### config.mk
export PLATFORM = sky130hd
export DESIGN_NAME = stopwatch_ctrl
export DESIGN_NICKNAME = d
export VERILOG_FILES = /design/src/rtl/stopwatch_pkg.sv /design/src/rtl/stopwatch_ctrl_key_debounce.sv /design/src/rtl/stopwatch_ctrl.sv
export SDC_FILE = /design/constraint.sdc
export NUM_CORES = 1
export LEC_CHECK = 0
export CAP_MARGIN = 20
export CORE_ASPECT_RATIO = 2
export CORE_MARGIN = 4
export CORE_UTILIZATION = 46
export DETAILED_ROUTE_END_ITERATION = 10
export PLACE_DENSITY = 0.79
export SETUP_SLACK_MARGIN = 0.5
export SLEW_MARGIN = 10
export SYNTH_ARGS = -nofsm -noshare
export SYNTH_HDL_FRONTEND = slang
export SYNTH_SLANG_ARGS = --single-unit
### constraint.sdc
create_clock -name clk100hz -period 1.97 [get_ports clk100hz]
set_input_delay 0.2955 -clock clk100hz [delete_from_list [all_inputs] [get_ports clk100hz]]
set_output_delay 0.2955 -clock clk100hz [all_outputs]
set_load 0.005 [all_outputs]
### src/rtl/stopwatch_pkg.sv
// Shared constants for the stopwatch control block: state codes, chain geometry
// and full-scale value.
package stopwatch_pkg;

    localparam int DIGIT_W = 4;
    localparam int DIGIT_N = 6;
    localparam int BCD_W   = DIGIT_W * DIGIT_N;

    localparam logic [2:0] ST_IDLE  = 3'd0;
    localparam logic [2:0] ST_RUN   = 3'd1;
    localparam logic [2:0] ST_PAUSE = 3'd2;
    localparam logic [2:0] ST_LAP   = 3'd3;
    localparam logic [2:0] ST_FULL  = 3'd4;

    localparam logic [BCD_W-1:0] MAX_BCD_DEF = 24'h595999;

    // The chain advances in both RUN and LAP; only the display differs.
    function automatic logic is_counting(input logic [2:0] st);
        return (st == ST_RUN) || (st == ST_LAP);
    endfunction

endpackage

### src/rtl/stopwatch_ctrl_key_debounce.sv
// Front-panel key conditioning: 2-flop synchroniser, hold-time debounce and
// press (falling-edge) detection producing a single-cycle pulse per press.
module key_debounce #(
    parameter int DEB_TICKS = 2
) (
    input  logic clk100hz,
    input  logic rst,
    input  logic key_n,
    output logic press_p
);

    localparam int CNT_W = (DEB_TICKS > 1) ? $clog2(DEB_TICKS) : 1;
    localparam logic [CNT_W-1:0] CNT_LOAD = CNT_W'(DEB_TICKS - 1);

    logic             sync1;
    logic             sync2;
    logic             deb;
    logic             deb_d;
    logic [CNT_W-1:0] cnt;

    // Bring the raw key into the clock domain; released level is 1.
    always_ff @(posedge clk100hz or negedge rst) begin
        if (!rst) begin
            sync1 <= 1'b1;
            sync2 <= 1'b1;
        end else begin
            sync1 <= key_n;
            sync2 <= sync1;
        end
    end

    // Accept a new level only after it differs from the accepted one for
    // DEB_TICKS consecutive samples; any return to the old level restarts.
    always_ff @(posedge clk100hz or negedge rst) begin
        if (!rst) begin
            cnt   <= CNT_LOAD;
            deb   <= 1'b1;
            deb_d <= 1'b1;
        end else begin
            deb_d <= deb;
            if (sync2 == deb) begin
                cnt <= CNT_LOAD;
            end else if (cnt == '0) begin
                deb <= sync2;
                cnt <= CNT_LOAD;
            end else begin
                cnt <= cnt - 1'b1;
            end
        end
    end

    // Press is the accepted high-to-low transition.
    assign press_p = deb_d & ~deb;

endmodule

### src/rtl/stopwatch_ctrl.sv
// Stopwatch control FSM: sequences count enable, chain clear and lap freeze
// from two debounced front-panel keys, and halts the chain at full scale.
//
//   state | meaning
//   IDLE  | chain cleared/stopped, waiting for start
//   RUN   | chain counting, display live
//   PAUSE | chain held, display live
//   LAP   | chain counting, display frozen at lap value
//   FULL  | chain reached full scale, held until reset key
module stopwatch_ctrl
    import stopwatch_pkg::*;
#(
    parameter int               DEB_TICKS = 2,
    parameter logic [BCD_W-1:0] MAX_BCD   = MAX_BCD_DEF
) (
    input  logic             rst,
    input  logic             clk100hz,
    input  logic             key_ss_n,
    input  logic             key_lr_n,
    input  logic [BCD_W-1:0] bcd_in,
    output logic             cnt_en,
    output logic             cnt_clr_n,
    output logic [BCD_W-1:0] disp_bcd,
    output logic [2:0]       state_o,
    output logic             lap_o
);

    logic             ss_p;
    logic             lr_p;
    logic [2:0]       state;
    logic [2:0]       nxt;
    logic             clr_req;
    logic             lap_load;
    logic             at_max;
    logic [BCD_W-1:0] lap_q;

    key_debounce #(.DEB_TICKS(DEB_TICKS)) u_deb_ss (
        .clk100hz (clk100hz),
        .rst      (rst),
        .key_n    (key_ss_n),
        .press_p  (ss_p)
    );

    key_debounce #(.DEB_TICKS(DEB_TICKS)) u_deb_lr (
        .clk100hz (clk100hz),
        .rst      (rst),
        .key_n    (key_lr_n),
        .press_p  (lr_p)
    );

    assign at_max = is_counting(state) && (bcd_in == MAX_BCD);

    // State register.
    always_ff @(posedge clk100hz or negedge rst) begin
        if (!rst) begin
            state <= ST_IDLE;
        end else begin
            state <= nxt;
        end
    end

    // Next state; full scale outranks keys, and start/stop outranks lap/reset.
    always_comb begin
        nxt      = state;
        clr_req  = 1'b0;
        lap_load = 1'b0;
        case (state)
            ST_IDLE: begin
                if (ss_p) nxt = ST_RUN;
            end
            ST_RUN: begin
                if (at_max) begin
                    nxt = ST_FULL;
                end else if (ss_p) begin
                    nxt = ST_PAUSE;
                end else if (lr_p) begin
                    nxt      = ST_LAP;
                    lap_load = 1'b1;
                end
            end
            ST_LAP: begin
                if (at_max)    nxt = ST_FULL;
                else if (ss_p) nxt = ST_PAUSE;
                else if (lr_p) nxt = ST_RUN;
            end
            ST_PAUSE: begin
                if (ss_p) begin
                    nxt = ST_RUN;
                end else if (lr_p) begin
                    nxt     = ST_IDLE;
                    clr_req = 1'b1;
                end
            end
            ST_FULL: begin
                if (!ss_p && lr_p) begin
                    nxt     = ST_IDLE;
                    clr_req = 1'b1;
                end
            end
            default: nxt = ST_IDLE;
        endcase
    end

    // Lap capture and one-cycle registered chain clear.
    always_ff @(posedge clk100hz or negedge rst) begin
        if (!rst) begin
            lap_q     <= '0;
            cnt_clr_n <= 1'b1;
        end else begin
            cnt_clr_n <= ~clr_req;
            if (lap_load) lap_q <= bcd_in;
        end
    end

    // Outputs decoded from the state register.
    always_comb begin
        cnt_en   = is_counting(state) && (bcd_in != MAX_BCD);
        lap_o    = (state == ST_LAP);
        disp_bcd = (state == ST_LAP) ? lap_q : bcd_in;
        state_o  = state;
    end

endmodule

==> run metrics, run 1 <==
leak pwr 1.61 nW; final hold vios 0; startpoint types flop; EDFF count, synth 0; Die ar. ~5300 µm²; Pwr Density 1310 nW/µm²; R2R cell count 8; Least-Margin Pin Slew 831 ps; Mapped Area 1900 µm²; first-pass GRT wire length 8780 µm; max-slew violations 0; DRT Wirelength 5720 µm; Seq cells post-synth 38; status finished with violations; worst-path fanout max 8; chain of cells forming the critical path nand3b_1, buf_4, buf_8, buf_12, mux2_4, buf_6; vias per cell 5.32; Slew HR 44.6%; CTS HTree Levels 2; syn avg cell area between 10 and 15 µm²; CTS tree built; fill count 230; initial core utilization 48.5%; CP Capture Type output pin; IO Count between 50 and 60; Area after DPL 2780 µm²; vias in the first global route 1,694; final worst slack -125 ps; largest net degree at the start of global routing 39; Num CTS Buffers 5; drt initial violations 17; CP bufs+invs 4; maxcap violations 0; Commonest cells post-synth 27 x dfrtp_1, 26 x mux2_2, 20 x mux2_4; post-route ant nets 0; cell count after synthesis 127; CP Class reg2out; per-cell routed wire length 20.2 µm; Synth top area share between 30 and 40%; final net count between 200 and 300; n_diodes 0; layout cells sized above 1 69.8%; CP Depth 6; critical path's slowest cell dfrtp_1; clock transition at the registers of the reported paths 90 ps; CP top delay family buffers and inverters; Hold WC Path Type in2async; clock skew 7.11 ps; Fmax 0.477 GHz; Root Buffer clkbuf_8; CTS sink cnt 38; RSZ-0062 raised after global routing true; Tot Pwr 4.17 mW; top cells by area, synth dfrtp_1 35%, mux2_4 16%, mux2_2 15%; Die X 53.5 µm; Clock Path Buffers 2; maximum vdd ir drop approximately 0.94 mV; fraction of the yosys area taken by sequential cells 50.7%; cell row count 32; dpl ws -462 ps; Synth Flop Type dfrtp_1; CP required 1670 ps; post-DP HPWL 3170 µm; antenna violations before repair 0; CP arrival 1800 ps; fin area ~3200 µm²; top-count cell post-synth dfrtp_1; Post-route DRC 0; I/O Buffers 57; clock latency on the worst-skew pair 300 ps; hold slack 88.7 ps; Final Critical Period 2090 ps; final setup fails 48; failing checks negative setup slack; slowest stage delay, CP slightly above 400 ps; total track usage 22.8%; Ys Warns 0; Setup TNS -4430 ps; Syn Nets 155; synth unique cells 34; Placer Congestion 0.792; die height 99.0 µm; largest area contributor in the netlist dfrtp_1; Pre-antenna DRT Iters 4; GR Overflow Total 0; asr flop ratio synth 100%; core area between 3000 and 4000 µm²; via count 1,506; Final period util 106%; Area Growth Syn to Fin 67.7%
-- layout by cell type (no fill, tap or decap), types with 2 or more instances in the layout --
cell,synthesis,layout
buf_12,0,2
dlygate4sd2_1,0,14
clkdlybuf4s15_2,0,2
buf_4,0,32
clkbuf_8,0,6
nor4bb_4,0,2
mux2_2,26,7
dfstp_2,11,11
buf_8,0,3
buf_6,2,27
buf_2,3,9
o21ai_0,2,2
buf_16,0,3
nand2_1,2,2
xor2_1,2,2
dfrtp_1,27,27
clkdlybuf4s15_1,0,7
nand4_1,2,2
clkdlybuf4s50_1,0,3
mux2_4,20,43
-- flip-flops by register name, indices dropped and copies added (netlist names) --
name,cells
lap_q,24
state_o,3
cnt_clr_n,1
u_deb_lr.cnt,1
u_deb_lr.deb,1
u_deb_lr.deb_d,1
u_deb_lr.sync1,1
u_deb_lr.sync2,1
u_deb_ss.cnt,1
u_deb_ss.deb,1
u_deb_ss.deb_d,1
u_deb_ss.sync1,1
u_deb_ss.sync2,1
-- layer usage --
| layer | share of wire [%] | global-route usage (%) | vias up |
|---|---|---|---|
| li1 | - | - | 669 |
| met1 | 37 | 26.2 | 767 |
| met2 | 55 | 38.6 | 52 |
| met3 | 4.6 | 4.54 | 18 |
| met4 | 3.3 | 10.8 | 0 |
| met5 | 0 | 0 | - |
-- power by group --
part	internal (mW)	switching [mW]	total, mW
clock network	0.282	0.296	0.578
logic	1.42	0.779	2.19
registers	1.17	0.230	1.40
-- worst paths after layout --
check	start	endpoint	slack, ps
max	state_o[2]	disp_bcd[1]	-120
min	rst	lap_q[14]	90
max reg2reg	state_o[2]	lap_q[6]	-110
min reg2reg	u_deb_lr.sync1	u_deb_lr.sync2	370
max in group asynchronous	rst	state_o[2]	1350
min in group clk100hz	bcd_in[10]	lap_q[10]	300
-- layout make-up --
| type | instances | area (µm²) | area share (%) |
|---|---|---|---|
| sequential | 38 | 965 | 30.2 |
| multi-input combinational | 82 | 1050 | 33.0 |
| tap | 51 | 63.8 | 2.00 |
| clock buffer | 6 | 82.6 | 2.59 |
| timing repair buffer | 103 | 1010 | 31.5 |
| inverter | 1 | 8.76 | 0.274 |
| clock inverter | 2 | 12.5 | 0.392 |
-- cells by family (layout without fill, tap and decap cells) --
| logic type | Yosys count | in the layout | share of synthesized area (%) |
|---|---|---|---|
| simple gates | 21 | 21 | 8.67 |
| buf+inv | 7 | 112 | 2.43 |
| compound gates | 8 | 8 | 3.35 |
| mux | 50 | 50 | 33.5 |
| flops | 38 | 38 | 50.7 |
| xor+xnor | 3 | 3 | 1.38 |
-- repair_timing --
item                                    4_1_cts  5_1_grt
gates resized for setup                     196       11
endpoints found under the setup margin       57       56
setup buffers                                15        4
pin swaps                                    10        2
hold buffers                                  0        0
cloned                                        3        0
-- through the flow --
stage	utilization, %	instances
after floorplan	-	127
after global placement	70.8	253
after detailed placement	70.8	253
after CTS	79.9	279
after global routing	81.4	283
final	81.4	283
Note: power is estimated with default switching activity, not from simulation.
==> inputs of run 2 (changes only) <==
--- a/config.mk
+++ b/config.mk
@@ -8,11 +8,12 @@
 export CAP_MARGIN = 20
 export CORE_ASPECT_RATIO = 2
 export CORE_MARGIN = 4
-export CORE_UTILIZATION = 46
+export CORE_UTILIZATION = 47
 export DETAILED_ROUTE_END_ITERATION = 10
-export PLACE_DENSITY = 0.79
+export PLACE_DENSITY = 0.8
 export SETUP_SLACK_MARGIN = 0.5
 export SLEW_MARGIN = 10
 export SYNTH_ARGS = -nofsm -noshare
 export SYNTH_HDL_FRONTEND = slang
+export SYNTH_HIERARCHICAL = 1
 export SYNTH_SLANG_ARGS = --single-unit
==> run 2 against run 1 <==
  * The flow still finishes with violations (negative setup slack)
  * Sequential share of layout area shrank 0.63 points
  * Design area grew 2.1%
  * Global-route usage grew 2.9 points
  * Clock skew shrank 2.0 ps
  * Critical path type unchanged
  * Clock-buffer cell count shrank 1
  * Clock power grew 39%
  * Wire length grew 8.4%
==> run metrics, run 2 <==
status finished with violations; failing checks negative setup slack; largest net degree at the start of global routing 39; final worst slack -49.1 ps; CTS tree built; maximum vdd ir drop 1.08 mV; final setup fails 16; worst-path fanout max 8; leak pwr roughly 1.7 nW; via count ~1,500; synth unique cells 27; Area Growth Syn to Fin 69.5%; top cells by area, synth dfrtp_1 35%, mux2_4 17%, mux2_2 16%; Ys Warns 6; cell count after synthesis between 100 and 150; CP required 1670 ps; largest reg by FF count lap_q; clock share of power 17.6%; fill count 196; vias in the first global route 1,767; RSZ-0062 raised after global routing true; Least-Margin Pin Slew roughly 840 ps; final non-filler cell total 285; final hold vios 0; EDFF count, synth 0; Final Critical Period 2020 ps; Root Buffer clkbuf_8; largest area contributor in the netlist dfrtp_1; Reg power frac about 31%; Die X 53.2 µm; final net count around 260; Reg area 965 µm²; total track usage approximately 26%; maxcap violations 0; Synth top area share 35.1%; layout cells sized above 1 73.5%; Synth Flop Type dfrtp_1; vias per cell 5.29; Die ar. between 5000 and 6000 µm²; end-of-flow core utilization 83.1%; CTS sink cnt 38; CP Capture Type output pin; post-DP HPWL around 3600 µm; first-pass GRT wire length 9340 µm; post-route ant nets 0; placed cells 257; most frequent cells in the layout 50 x mux2_4, 34 x buf_6, 30 x buf_4, 27 x dfrtp_1, 13 x buf_2; per-cell routed wire length 21.8 µm; max-slew violations 0; antenna violations before repair 0; top-count cell post-synth mux2_2; syn avg cell area 15.3 µm²; Multi-input gate area 1080 µm²; initial core utilization between 40% and 50%; Post-route DRC 0; Pwr Density around 1400 nW/µm²; Placer Congestion 0.782; DRT Wirelength a little over 6000 µm; Num CTS Buffers 5; Final period util 102%; Clock Path Buffers 2; n_diodes 0; hold slack between 100 and 150 ps; I/O Buffers 57; clock latency on the worst-skew pair 290 ps; Internal Power ~3.2 mW; fraction of the yosys area taken by sequential cells between 50% and 60%; Slew HR 44.0%; NetSw around 1.4 mW; max reg flops 24; clock transition at the registers of the reported paths 80 ps; dpl ws -380 ps; core area 3920 µm²; Tot Pwr 4.58 mW; switching share of power 29.7%; Fmax approximately 0.50 GHz; drt initial violations 30; CP Class reg2out; Syn Nets 154; Seq cells post-synth 38; CP arrival 1720 ps; startpoint types flop; Hold WC Path Type in2async; Comb pwr share 51.4%; clock skew 5.13 ps; IO Count slightly below 60; asr flop ratio synth between 90% and 100%; Pre-antenna DRT Iters 4; leading cell type in the layout, fill and taps excluded mux2_4; CTS HTree Levels 2; Mapped Area 1920 µm²; Commonest cells post-synth 28 x mux2_2, 27 x dfrtp_1, 22 x mux2_4; die height 98.5 µm; GR Overflow Total 0; cell row count 32
==> run 2: cells by family after synthesis <==
logic type	after synthesis	synth area share [%]
and+or+nand+nor	23	8.65
DFF	38	50.1
muxes	50	33.6
AOI/OAI and AO/OA	6	3.06
buffers and inverters	6	3.25
xor gates and xnor gates	3	1.37
==> run 2: final timing paths <==
path | from | end | slack (ps) | cells past startpoint
max in group asynchronous | rst | lap_q[20] | 1340 | 1
hold reg to reg | u_deb_ss/sync1 | u_deb_ss/sync2 | 360 | 0
hold / removal | rst | lap_q[5] | 100 | 1
setup reg to reg | state_o[0] | lap_q[12] | 150 | 8
min in group clk100hz | bcd_in[1] | lap_q[1] | 280 | 2
setup / recovery | state_o[2] | disp_bcd[17] | -50 | 6
==> run 2: per-layer routing <==
metal	track usage, %	wire [µm]	up-vias
met5	0	0	-
met4	11.4	276	0
met3	4.99	187	18
met2	48.6	3640	46
met1	24.7	2090	772
li1	-	-	671
==> run 2: worst max-delay path, cell delays in order, from the launching register on <==
cell     delay (ps)
dfrtp_1         380
and2b_2         260
nand2_4         100
buf_6           130
buf_12          140
mux2_4          300
buf_6           120
==> run 2: final cells by class <==
cell class,instances,area share [%]
Clock buffer,5,2.11
Clock inverter,3,2.11
Inverter,2,0.230
Multi-Input combinational cell,82,33.0
Sequential cell,38,29.6
Tap cell,51,1.96
Timing Repair Buffer,104,31.0
==> run 2: through the flow <==
step | area, µm² | TNS (ps)
global placement | 2820 | -5800
detailed placement | 2820 | -6710
floorplan | 2000 | 0
CTS | 3240 | -232
finish | 3260 | -647
global route | 3260 | -1340
==> run 2: power by group through the flow <==
stage          clock, mW  sequential, mW  combinational, mW
5_1_grt            0.849            1.45               2.46
6_report           0.805            1.42               2.35
3_5_place_dp           0            1.40               1.79
4_1_cts            0.811            1.40               2.23
2_1_floorplan          0            1.35               1.11
3_3_place_gp           0            1.36               1.73
==> run 2: what timing repair did <==
action	CTS	global route
gates cloned	1	0
buffers inserted	17	2
pin swaps	11	0
setup endpoints to repair	54	54
hold buffers	0	0
resized for setup	238	5
